`config.mk`:
```
export PLATFORM = sky130hd
export DESIGN_NAME = alu_issue_flat
export DESIGN_NICKNAME = d
export VERILOG_FILES = /design/src/rtl/alu_issue_if.sv /design/src/rtl/alu_issue.sv /design/src/flat_wrapper.sv
export SDC_FILE = /design/constraint.sdc
export NUM_CORES = 1
export LEC_CHECK = 0
export CAP_MARGIN = 10
export CORE_MARGIN = 4
export CORE_UTILIZATION = 38
export CTS_CLUSTER_SIZE = 20
export DETAILED_ROUTE_END_ITERATION = 16
export HOLD_SLACK_MARGIN = 0.02
export MAX_ROUTING_LAYER = met4
export PLACE_DENSITY = 0.89
export SYNTH_ARGS = -nofsm -noshare
export SYNTH_HDL_FRONTEND = slang
export SYNTH_SLANG_ARGS = --single-unit
```
`constraint.sdc`:
```
create_clock -name clk_in -period 2.5 [get_ports clk_in]
set_input_delay 0.5 -clock clk_in [delete_from_list [all_inputs] [get_ports clk_in]]
set_output_delay 0.5 -clock clk_in [all_outputs]
set_load 0.03 [all_outputs]
```
`src/rtl/alu_issue_if.sv`:
```
// Decode-to-execute issue bundle: decoded instruction offer, writeback bypass,
// flush, and the registered ALU operation handed to the execute stage.
interface alu_issue_if;
    localparam int DATA_W = 32;

    logic              dec_valid_in;
    logic              dec_ready_out;
    logic [6:0]        dec_opcode_in;
    logic [2:0]        dec_funct3_in;
    logic [6:0]        dec_funct7_in;
    logic [4:0]        dec_rs1_addr_in;
    logic [4:0]        dec_rs2_addr_in;
    logic [4:0]        dec_rd_in;
    logic [DATA_W-1:0] dec_rs1_data_in;
    logic [DATA_W-1:0] dec_rs2_data_in;
    logic [DATA_W-1:0] dec_imm_in;
    logic [DATA_W-1:0] dec_pc_in;

    logic              fwd_valid_in;
    logic [4:0]        fwd_rd_in;
    logic [DATA_W-1:0] fwd_data_in;

    logic              flush_in;
    logic              ex_ready_in;

    logic              ex_valid_out;
    logic [9:0]        alu_cid_out;
    logic [DATA_W-1:0] alu_arg1_out;
    logic [DATA_W-1:0] alu_arg2_out;
    logic [4:0]        ex_rd_out;
    logic              ex_illegal_out;

    // Master drives decode/bypass/control and consumes the issued operation.
    modport master (
        output dec_valid_in, dec_opcode_in, dec_funct3_in, dec_funct7_in,
        output dec_rs1_addr_in, dec_rs2_addr_in, dec_rd_in,
        output dec_rs1_data_in, dec_rs2_data_in, dec_imm_in, dec_pc_in,
        output fwd_valid_in, fwd_rd_in, fwd_data_in,
        output flush_in, ex_ready_in,
        input  dec_ready_out, ex_valid_out, alu_cid_out,
        input  alu_arg1_out, alu_arg2_out, ex_rd_out, ex_illegal_out
    );

    modport slave (
        input  dec_valid_in, dec_opcode_in, dec_funct3_in, dec_funct7_in,
        input  dec_rs1_addr_in, dec_rs2_addr_in, dec_rd_in,
        input  dec_rs1_data_in, dec_rs2_data_in, dec_imm_in, dec_pc_in,
        input  fwd_valid_in, fwd_rd_in, fwd_data_in,
        input  flush_in, ex_ready_in,
        output dec_ready_out, ex_valid_out, alu_cid_out,
        output alu_arg1_out, alu_arg2_out, ex_rd_out, ex_illegal_out
    );
endinterface

```
`src/rtl/alu_issue.sv`:
```
// Single-entry issue register between decode and the ALU: selects operands and
// the ALU operation code per opcode, applies the writeback bypass at capture.
module alu_issue #(
    parameter logic FWD_EN = 1'b1
) (
    input  logic       clk_in,
    input  logic       rst_in,
    alu_issue_if.slave bus
);
    localparam int DATA_W = 32;

    localparam logic [6:0] OPC_OP     = 7'b0110011;
    localparam logic [6:0] OPC_OP_IMM = 7'b0010011;
    localparam logic [6:0] OPC_LUI    = 7'b0110111;
    localparam logic [6:0] OPC_AUIPC  = 7'b0010111;
    localparam logic [6:0] OPC_LOAD   = 7'b0000011;
    localparam logic [6:0] OPC_STORE  = 7'b0100011;
    localparam logic [6:0] OPC_JAL    = 7'b1101111;
    localparam logic [6:0] OPC_JALR   = 7'b1100111;
    localparam logic [6:0] OPC_BRANCH = 7'b1100011;

    localparam logic [9:0]        CID_ADD = 10'b000_0000000;
    localparam logic [9:0]        CID_SUB = 10'b000_0100000;
    localparam logic [DATA_W-1:0] LINK_OFS = 32'd4;

    typedef enum logic {
        EMPTY = 1'b0,
        FULL  = 1'b1
    } state_t;

    state_t            state_q, state_d;
    logic [9:0]        cid_q, cid_d;
    logic [DATA_W-1:0] arg1_q, arg1_d;
    logic [DATA_W-1:0] arg2_q, arg2_d;
    logic [4:0]        rd_q, rd_d;
    logic              illegal_q, illegal_d;

    logic              ready;
    logic              capture;
    logic [DATA_W-1:0] rs1_val;
    logic [DATA_W-1:0] rs2_val;
    logic [9:0]        dec_cid;
    logic [DATA_W-1:0] dec_arg1;
    logic [DATA_W-1:0] dec_arg2;
    logic [4:0]        dec_rd;
    logic              dec_illegal;

    // x0 is hardwired zero, so a writeback to it must never be bypassed.
    function automatic logic [DATA_W-1:0] bypass(
        input logic [4:0]        addr,
        input logic [DATA_W-1:0] rf_data,
        input logic              fwd_valid,
        input logic [4:0]        fwd_rd,
        input logic [DATA_W-1:0] fwd_data
    );
        if (FWD_EN && fwd_valid && (fwd_rd == addr) && (addr != 5'd0)) begin
            return fwd_data;
        end
        return rf_data;
    endfunction

    assign rs1_val = bypass(bus.dec_rs1_addr_in, bus.dec_rs1_data_in,
                            bus.fwd_valid_in, bus.fwd_rd_in, bus.fwd_data_in);
    assign rs2_val = bypass(bus.dec_rs2_addr_in, bus.dec_rs2_data_in,
                            bus.fwd_valid_in, bus.fwd_rd_in, bus.fwd_data_in);

    always_comb begin
        dec_cid     = CID_ADD;
        dec_arg1    = '0;
        dec_arg2    = '0;
        dec_rd      = bus.dec_rd_in;
        dec_illegal = 1'b0;
        case (bus.dec_opcode_in)
            OPC_OP: begin
                dec_arg1 = rs1_val;
                dec_arg2 = rs2_val;
                dec_cid  = {bus.dec_funct3_in, bus.dec_funct7_in};
            end
            OPC_OP_IMM: begin
                dec_arg1 = rs1_val;
                dec_arg2 = bus.dec_imm_in;
                // Only the shift-right group uses funct7 to pick SRLI vs SRAI.
                if (bus.dec_funct3_in == 3'b101) begin
                    dec_cid = {bus.dec_funct3_in, bus.dec_funct7_in};
                end else begin
                    dec_cid = {bus.dec_funct3_in, 7'b0000000};
                end
            end
            OPC_LUI: begin
                dec_arg2 = bus.dec_imm_in;
            end
            OPC_AUIPC: begin
                dec_arg1 = bus.dec_pc_in;
                dec_arg2 = bus.dec_imm_in;
            end
            OPC_LOAD: begin
                dec_arg1 = rs1_val;
                dec_arg2 = bus.dec_imm_in;
            end
            OPC_STORE: begin
                dec_arg1 = rs1_val;
                dec_arg2 = bus.dec_imm_in;
                dec_rd   = 5'd0;
            end
            OPC_JAL, OPC_JALR: begin
                dec_arg1 = bus.dec_pc_in;
                dec_arg2 = LINK_OFS;
            end
            OPC_BRANCH: begin
                dec_arg1 = rs1_val;
                dec_arg2 = rs2_val;
                dec_cid  = CID_SUB;
                dec_rd   = 5'd0;
            end
            default: begin
                dec_illegal = 1'b1;
                dec_rd      = 5'd0;
            end
        endcase
    end

    // Reset term keeps the offer side open while the entry is being cleared.
    assign ready   = rst_in || (state_q == EMPTY) || bus.ex_ready_in;
    assign capture = bus.dec_valid_in && ready && !bus.flush_in;

    always_comb begin
        state_d   = state_q;
        cid_d     = cid_q;
        arg1_d    = arg1_q;
        arg2_d    = arg2_q;
        rd_d      = rd_q;
        illegal_d = illegal_q;
        if (bus.flush_in) begin
            state_d = EMPTY;
        end else if (capture) begin
            state_d   = FULL;
            cid_d     = dec_cid;
            arg1_d    = dec_arg1;
            arg2_d    = dec_arg2;
            rd_d      = dec_rd;
            illegal_d = dec_illegal;
        end else if ((state_q == FULL) && bus.ex_ready_in) begin
            state_d = EMPTY;
        end
    end

    always_ff @(posedge clk_in) begin
        if (rst_in) begin
            state_q   <= EMPTY;
            cid_q     <= '0;
            arg1_q    <= '0;
            arg2_q    <= '0;
            rd_q      <= '0;
            illegal_q <= 1'b0;
        end else begin
            state_q   <= state_d;
            cid_q     <= cid_d;
            arg1_q    <= arg1_d;
            arg2_q    <= arg2_d;
            rd_q      <= rd_d;
            illegal_q <= illegal_d;
        end
    end

    assign bus.dec_ready_out  = ready;
    assign bus.ex_valid_out   = (state_q == FULL);
    assign bus.alu_cid_out    = cid_q;
    assign bus.alu_arg1_out   = arg1_q;
    assign bus.alu_arg2_out   = arg2_q;
    assign bus.ex_rd_out      = rd_q;
    assign bus.ex_illegal_out = illegal_q;
endmodule

```
`src/flat_wrapper.sv`:
```
// flat-port wrapper written by rule: the top's interface ports become plain ports
module alu_issue_flat 
#(
    parameter logic FWD_EN = 1'b1
)
  (clk_in, rst_in, bus_dec_valid_in, bus_dec_opcode_in, bus_dec_funct3_in, bus_dec_funct7_in, bus_dec_rs1_addr_in, bus_dec_rs2_addr_in, bus_dec_rd_in, bus_dec_rs1_data_in, bus_dec_rs2_data_in, bus_dec_imm_in, bus_dec_pc_in, bus_fwd_valid_in, bus_fwd_rd_in, bus_fwd_data_in, bus_flush_in, bus_ex_ready_in, bus_dec_ready_out, bus_ex_valid_out, bus_alu_cid_out, bus_alu_arg1_out, bus_alu_arg2_out, bus_ex_rd_out, bus_ex_illegal_out);
  alu_issue_if bus_i ();
  input  logic clk_in;
  input  logic rst_in;
  input wire logic [$bits(bus_i.dec_valid_in)-1:0] bus_dec_valid_in;
  input wire logic [$bits(bus_i.dec_opcode_in)-1:0] bus_dec_opcode_in;
  input wire logic [$bits(bus_i.dec_funct3_in)-1:0] bus_dec_funct3_in;
  input wire logic [$bits(bus_i.dec_funct7_in)-1:0] bus_dec_funct7_in;
  input wire logic [$bits(bus_i.dec_rs1_addr_in)-1:0] bus_dec_rs1_addr_in;
  input wire logic [$bits(bus_i.dec_rs2_addr_in)-1:0] bus_dec_rs2_addr_in;
  input wire logic [$bits(bus_i.dec_rd_in)-1:0] bus_dec_rd_in;
  input wire logic [$bits(bus_i.dec_rs1_data_in)-1:0] bus_dec_rs1_data_in;
  input wire logic [$bits(bus_i.dec_rs2_data_in)-1:0] bus_dec_rs2_data_in;
  input wire logic [$bits(bus_i.dec_imm_in)-1:0] bus_dec_imm_in;
  input wire logic [$bits(bus_i.dec_pc_in)-1:0] bus_dec_pc_in;
  input wire logic [$bits(bus_i.fwd_valid_in)-1:0] bus_fwd_valid_in;
  input wire logic [$bits(bus_i.fwd_rd_in)-1:0] bus_fwd_rd_in;
  input wire logic [$bits(bus_i.fwd_data_in)-1:0] bus_fwd_data_in;
  input wire logic [$bits(bus_i.flush_in)-1:0] bus_flush_in;
  input wire logic [$bits(bus_i.ex_ready_in)-1:0] bus_ex_ready_in;
  output wire logic [$bits(bus_i.dec_ready_out)-1:0] bus_dec_ready_out;
  output wire logic [$bits(bus_i.ex_valid_out)-1:0] bus_ex_valid_out;
  output wire logic [$bits(bus_i.alu_cid_out)-1:0] bus_alu_cid_out;
  output wire logic [$bits(bus_i.alu_arg1_out)-1:0] bus_alu_arg1_out;
  output wire logic [$bits(bus_i.alu_arg2_out)-1:0] bus_alu_arg2_out;
  output wire logic [$bits(bus_i.ex_rd_out)-1:0] bus_ex_rd_out;
  output wire logic [$bits(bus_i.ex_illegal_out)-1:0] bus_ex_illegal_out;
  assign bus_i.dec_valid_in = bus_dec_valid_in;
  assign bus_i.dec_opcode_in = bus_dec_opcode_in;
  assign bus_i.dec_funct3_in = bus_dec_funct3_in;
  assign bus_i.dec_funct7_in = bus_dec_funct7_in;
  assign bus_i.dec_rs1_addr_in = bus_dec_rs1_addr_in;
  assign bus_i.dec_rs2_addr_in = bus_dec_rs2_addr_in;
  assign bus_i.dec_rd_in = bus_dec_rd_in;
  assign bus_i.dec_rs1_data_in = bus_dec_rs1_data_in;
  assign bus_i.dec_rs2_data_in = bus_dec_rs2_data_in;
  assign bus_i.dec_imm_in = bus_dec_imm_in;
  assign bus_i.dec_pc_in = bus_dec_pc_in;
  assign bus_i.fwd_valid_in = bus_fwd_valid_in;
  assign bus_i.fwd_rd_in = bus_fwd_rd_in;
  assign bus_i.fwd_data_in = bus_fwd_data_in;
  assign bus_i.flush_in = bus_flush_in;
  assign bus_i.ex_ready_in = bus_ex_ready_in;
  assign bus_dec_ready_out = bus_i.dec_ready_out;
  assign bus_ex_valid_out = bus_i.ex_valid_out;
  assign bus_alu_cid_out = bus_i.alu_cid_out;
  assign bus_alu_arg1_out = bus_i.alu_arg1_out;
  assign bus_alu_arg2_out = bus_i.alu_arg2_out;
  assign bus_ex_rd_out = bus_i.ex_rd_out;
  assign bus_ex_illegal_out = bus_i.ex_illegal_out;
  alu_issue #(.FWD_EN(FWD_EN)) u_core (.clk_in(clk_in), .rst_in(rst_in), .bus(bus_i));
endmodule
```
==> impl_metrics.env <==
export IMPL_cp_end_kind="primary output"
export IMPL_status="finished, final reports clean"
export IMPL_synth_compound_area_share_pct=41.24
export IMPL_tns_ps=0
export IMPL_grt_usage_pct=27.55
export IMPL_drt_iter0_markers=339
export IMPL_antenna_found_initial=0
export IMPL_cp_num_buf_inv=3
export IMPL_drc=0
export IMPL_p_sw_share_pct=28.72
export IMPL_io_buffer_count=284
export IMPL_cp_start_kind="primary input"
export IMPL_p_leak_uw=0.002891
export IMPL_synth_edf_count=0
export IMPL_drv_cap=0
export IMPL_ys_seq_area_share_pct=33.55
export IMPL_dieArea_mm2=0.01459
export IMPL_grt_pass1_wl_um=30720
export IMPL_grt_util_met3_pct=8.185
export IMPL_grt_ovfl_total=0
export IMPL_grt_pass1_vias=5779
export IMPL_ys_warnings_count=0
export IMPL_holdCritStartpoint="u_core.bus.ex_illegal_out"
export IMPL_rsz0062_at_grt="false"
export IMPL_fp_row_count=40
export IMPL_start_util_pct=39.58
export IMPL_synth_common_cells="dfxtp_1, o211ai_1, nor2_1"
export IMPL_peakVddDrop_uv=453.8
export IMPL_syn_cell_area_mm2=0.004833
export IMPL_finalSetupViolCount=0
export IMPL_max_freq_mhz=425.9
export IMPL_place_congestion=0.8616
export IMPL_clock_latency_ps=350
export IMPL_cts_tree="done"
export IMPL_syn_area_per_cell_um2=9.422
export IMPL_switchingPower_uw=1047
export IMPL_cts_repair_resized=0
export IMPL_cts_root_buffer="clkbuf_16"
export IMPL_seqPwrFrac_pct=38.2
export IMPL_synth_flop_cell="dfxtp_1"
export IMPL_final_layout_size_suffix_gt1_share_pct=15.09
export IMPL_globalRoute_busiestLayer="met2"
export IMPL_areaGrowthSynthToFinish_pct=72.66
export IMPL_synthArstFlopShare_pct=0
export IMPL_synth_area_leaders="dfxtp_1, o211ai_1, a221oi_2"
export IMPL_cp_depth=4
export IMPL_path_common_cell="clkdlybuf4s50_1"
export IMPL_syn_num_nets=716
export IMPL_holdCritPathClass="reg2reg"
export IMPL_p_clk_share_pct=34.4
export IMPL_grt_max_degree=73
export IMPL_critical_path_class="in2out"
export IMPL_cts_buffer_depth=2
export IMPL_slew_violations=0
export IMPL_required_ps=2000
export IMPL_fp_dieW_um=120.8
export IMPL_setup_slack_ps=152.2
export IMPL_ctsHoldBuffers=0
export IMPL_io_pin_count=285
export IMPL_rr_worst_depth=6
export IMPL_met1_usage_pct=30.02
export IMPL_finalHoldViolCount=0
export IMPL_path_cells="clkdlybuf4s50_1 -> nor3b_1 -> inv_1 -> clkdlybuf4s50_1"
export IMPL_pre_cts_ws_ps=-291.7
export IMPL_dieHeight_um=120.8
export IMPL_synth_cells=513
export IMPL_r2r_slack_ps=800
export IMPL_firstDrtPassIters=5
export IMPL_cts_sinks=81
export IMPL_yosysMostFrequentCell="dfxtp_1"
export IMPL_num_antenna_cells=0
export IMPL_cpMaxStageDelayCell="clkdlybuf4s50_1"
export IMPL_min_to="u_core.bus.ex_illegal_out"
export IMPL_max_stage_delay_ps=600
export IMPL_wirelength_um=20220
export IMPL_worst_pin_slew_ps=781.1
export IMPL_min_period_ps=2348
export IMPL_critPathArrivalTime_ps=1850
export IMPL_cts_made_buffers=9
export IMPL_p_per_area_mw_per_mm2=436.6
export IMPL_synth_seq_cells=81
export IMPL_hold_depth=2
export IMPL_crit_family="buffers and inverters"
export IMPL_yosys_mux_area_fraction_pct=6.627
export IMPL_clock_skew_ps=6.720
export IMPL_clk_pin_slew_ps=60
export IMPL_yosys_area_share_xor_xnor_pct=1.631
export IMPL_htree_levels=3
export IMPL_routedWlPerCell_um=21.00
export IMPL_r2r_end="u_core.bus.alu_arg1_out[25]"
export IMPL_num_vias=5471
export IMPL_fp_coreArea_mm2=0.01221
export IMPL_yosysTopAreaCell="dfxtp_1"
export IMPL_synth_top_family_by_area="compound AO/OA/AOI/OAI gates"
export IMPL_synth_simple_gate_area_share_pct=11.34
export IMPL_fin_hold_ws_ps=461.1
export IMPL_cp_max_fo=2
export IMPL_internal_power_uw=2597
export IMPL_nNetsFinal=995
export IMPL_ys_types=46
export IMPL_r2r_start="u_core.bus.ex_valid_out"
export IMPL_use_met2_pct=47.01
export IMPL_netlist_area_leader_share_pct=33.55
export IMPL_p_comb_share_pct=27.4
export IMPL_final_antenna_net_count=0
export IMPL_synthAdderAreaFrac_pct=0
export IMPL_fin_crit_sh_pct=93.91
export IMPL_viasPerCell=5.681
export IMPL_max_slew_margin_pct=47.92
export IMPL_dp_hpwl_um=15300
power by group through the flow:
stage | clock, uW | sequential, uW | combinational, uW
after floorplan | 0 | 1530 | 298
after global placement | 0 | 1420 | 969
after detailed placement | 0 | 1420 | 996
after CTS | 1280 | 1390 | 1000
after global routing | 1320 | 1400 | 1050
final | 1260 | 1390 | 998
sequential cells by signal, summed over array words and instances, names as in the netlist:
signal	flops
u_core.bus.alu_arg2_out	32
u_core.bus.ex_illegal_out	1
u_core.bus.alu_cid_out	10
u_core.bus.ex_valid_out	1
u_core.bus.alu_arg1_out	32
u_core.bus.ex_rd_out	5
timing repair:
action                                  CTS  global route
setup buffers                             0             3
hold endpoints to repair                  0             0
endpoints found under the setup margin    0             3
worst register-to-register path: cells and delay by family (launching register included):
family | cells | cell delay [ps]
DFF | 1 | 330
AOI/OAI and AO/OA | 1 | 230
and+or+nand+nor | 3 | 570
buffers and inverters | 2 | 480
how the worst max path moves through the flow:
stage | slack, ps | endpoint | startpoint
6_report | 150 | bus_dec_ready_out | bus_ex_ready_in
5_1_grt | 80 | bus_dec_ready_out | bus_ex_ready_in
4_1_cts | 80 | u_core.bus.alu_arg1_out[10] | bus_dec_opcode_in[1]
3_5_place_dp | -290 | u_core.bus.alu_arg1_out[6] | bus_dec_opcode_in[1]
3_3_place_gp | -210 | u_core.bus.alu_arg1_out[18] | bus_dec_opcode_in[1]
2_1_floorplan | 600 | u_core.bus.alu_arg2_out[2] | bus_dec_opcode_in[4]
area by class of cell:
type | count | area [um^2]
clock buffer | 11 | 252.7
clock inverter | 3 | 17.52
fill | 955 | 3866
inverter | 2 | 7.507
multi-input combinational | 380 | 2980
sequential | 81 | 1622
tap | 168 | 210.2
timing repair buffer | 318 | 3256
placed cells by master (no fill, tap or decap), types with 30 or more instances in the layout:
master / count
clkdlybuf4s50_1: 283
o211ai_1: 64
nand2_1: 42
dfxtp_1: 81
mux2i_1: 32
o21ai_1: 32
nor2_1: 51
a211oi_2: 30
a21o_1: 31
a221oi_2: 30
kinds of logic after synthesis:
logic type	after synthesis
AO/OA/AOI/OAI	222
XOR/XNOR	9
buffers and inverters	52
flip-flops	81
multiplexers	32
AND/OR/NAND/NOR	117
layer usage:
layer	vias up	share of wire [%]
li1	2528	-
met4	0	3.2
met3	51	8.0
met2	271	51
met1	2621	38
met5	-	0
through the flow:
step | std cells | power [uW] | cell area, um^2 | util (%)
final | 963 | 3644 | 8346 | 68.34
after global routing | 963 | 3771 | 8346 | 68.34
after CTS | 960 | 3670 | 8323 | 68.16
after detailed placement | 946 | 2413 | 8053 | 65.94
after global placement | 946 | 2384 | 8053 | 65.94
after floorplan | 513 | 1827 | 4833 | -
Power figures use the tool's default switching activity.
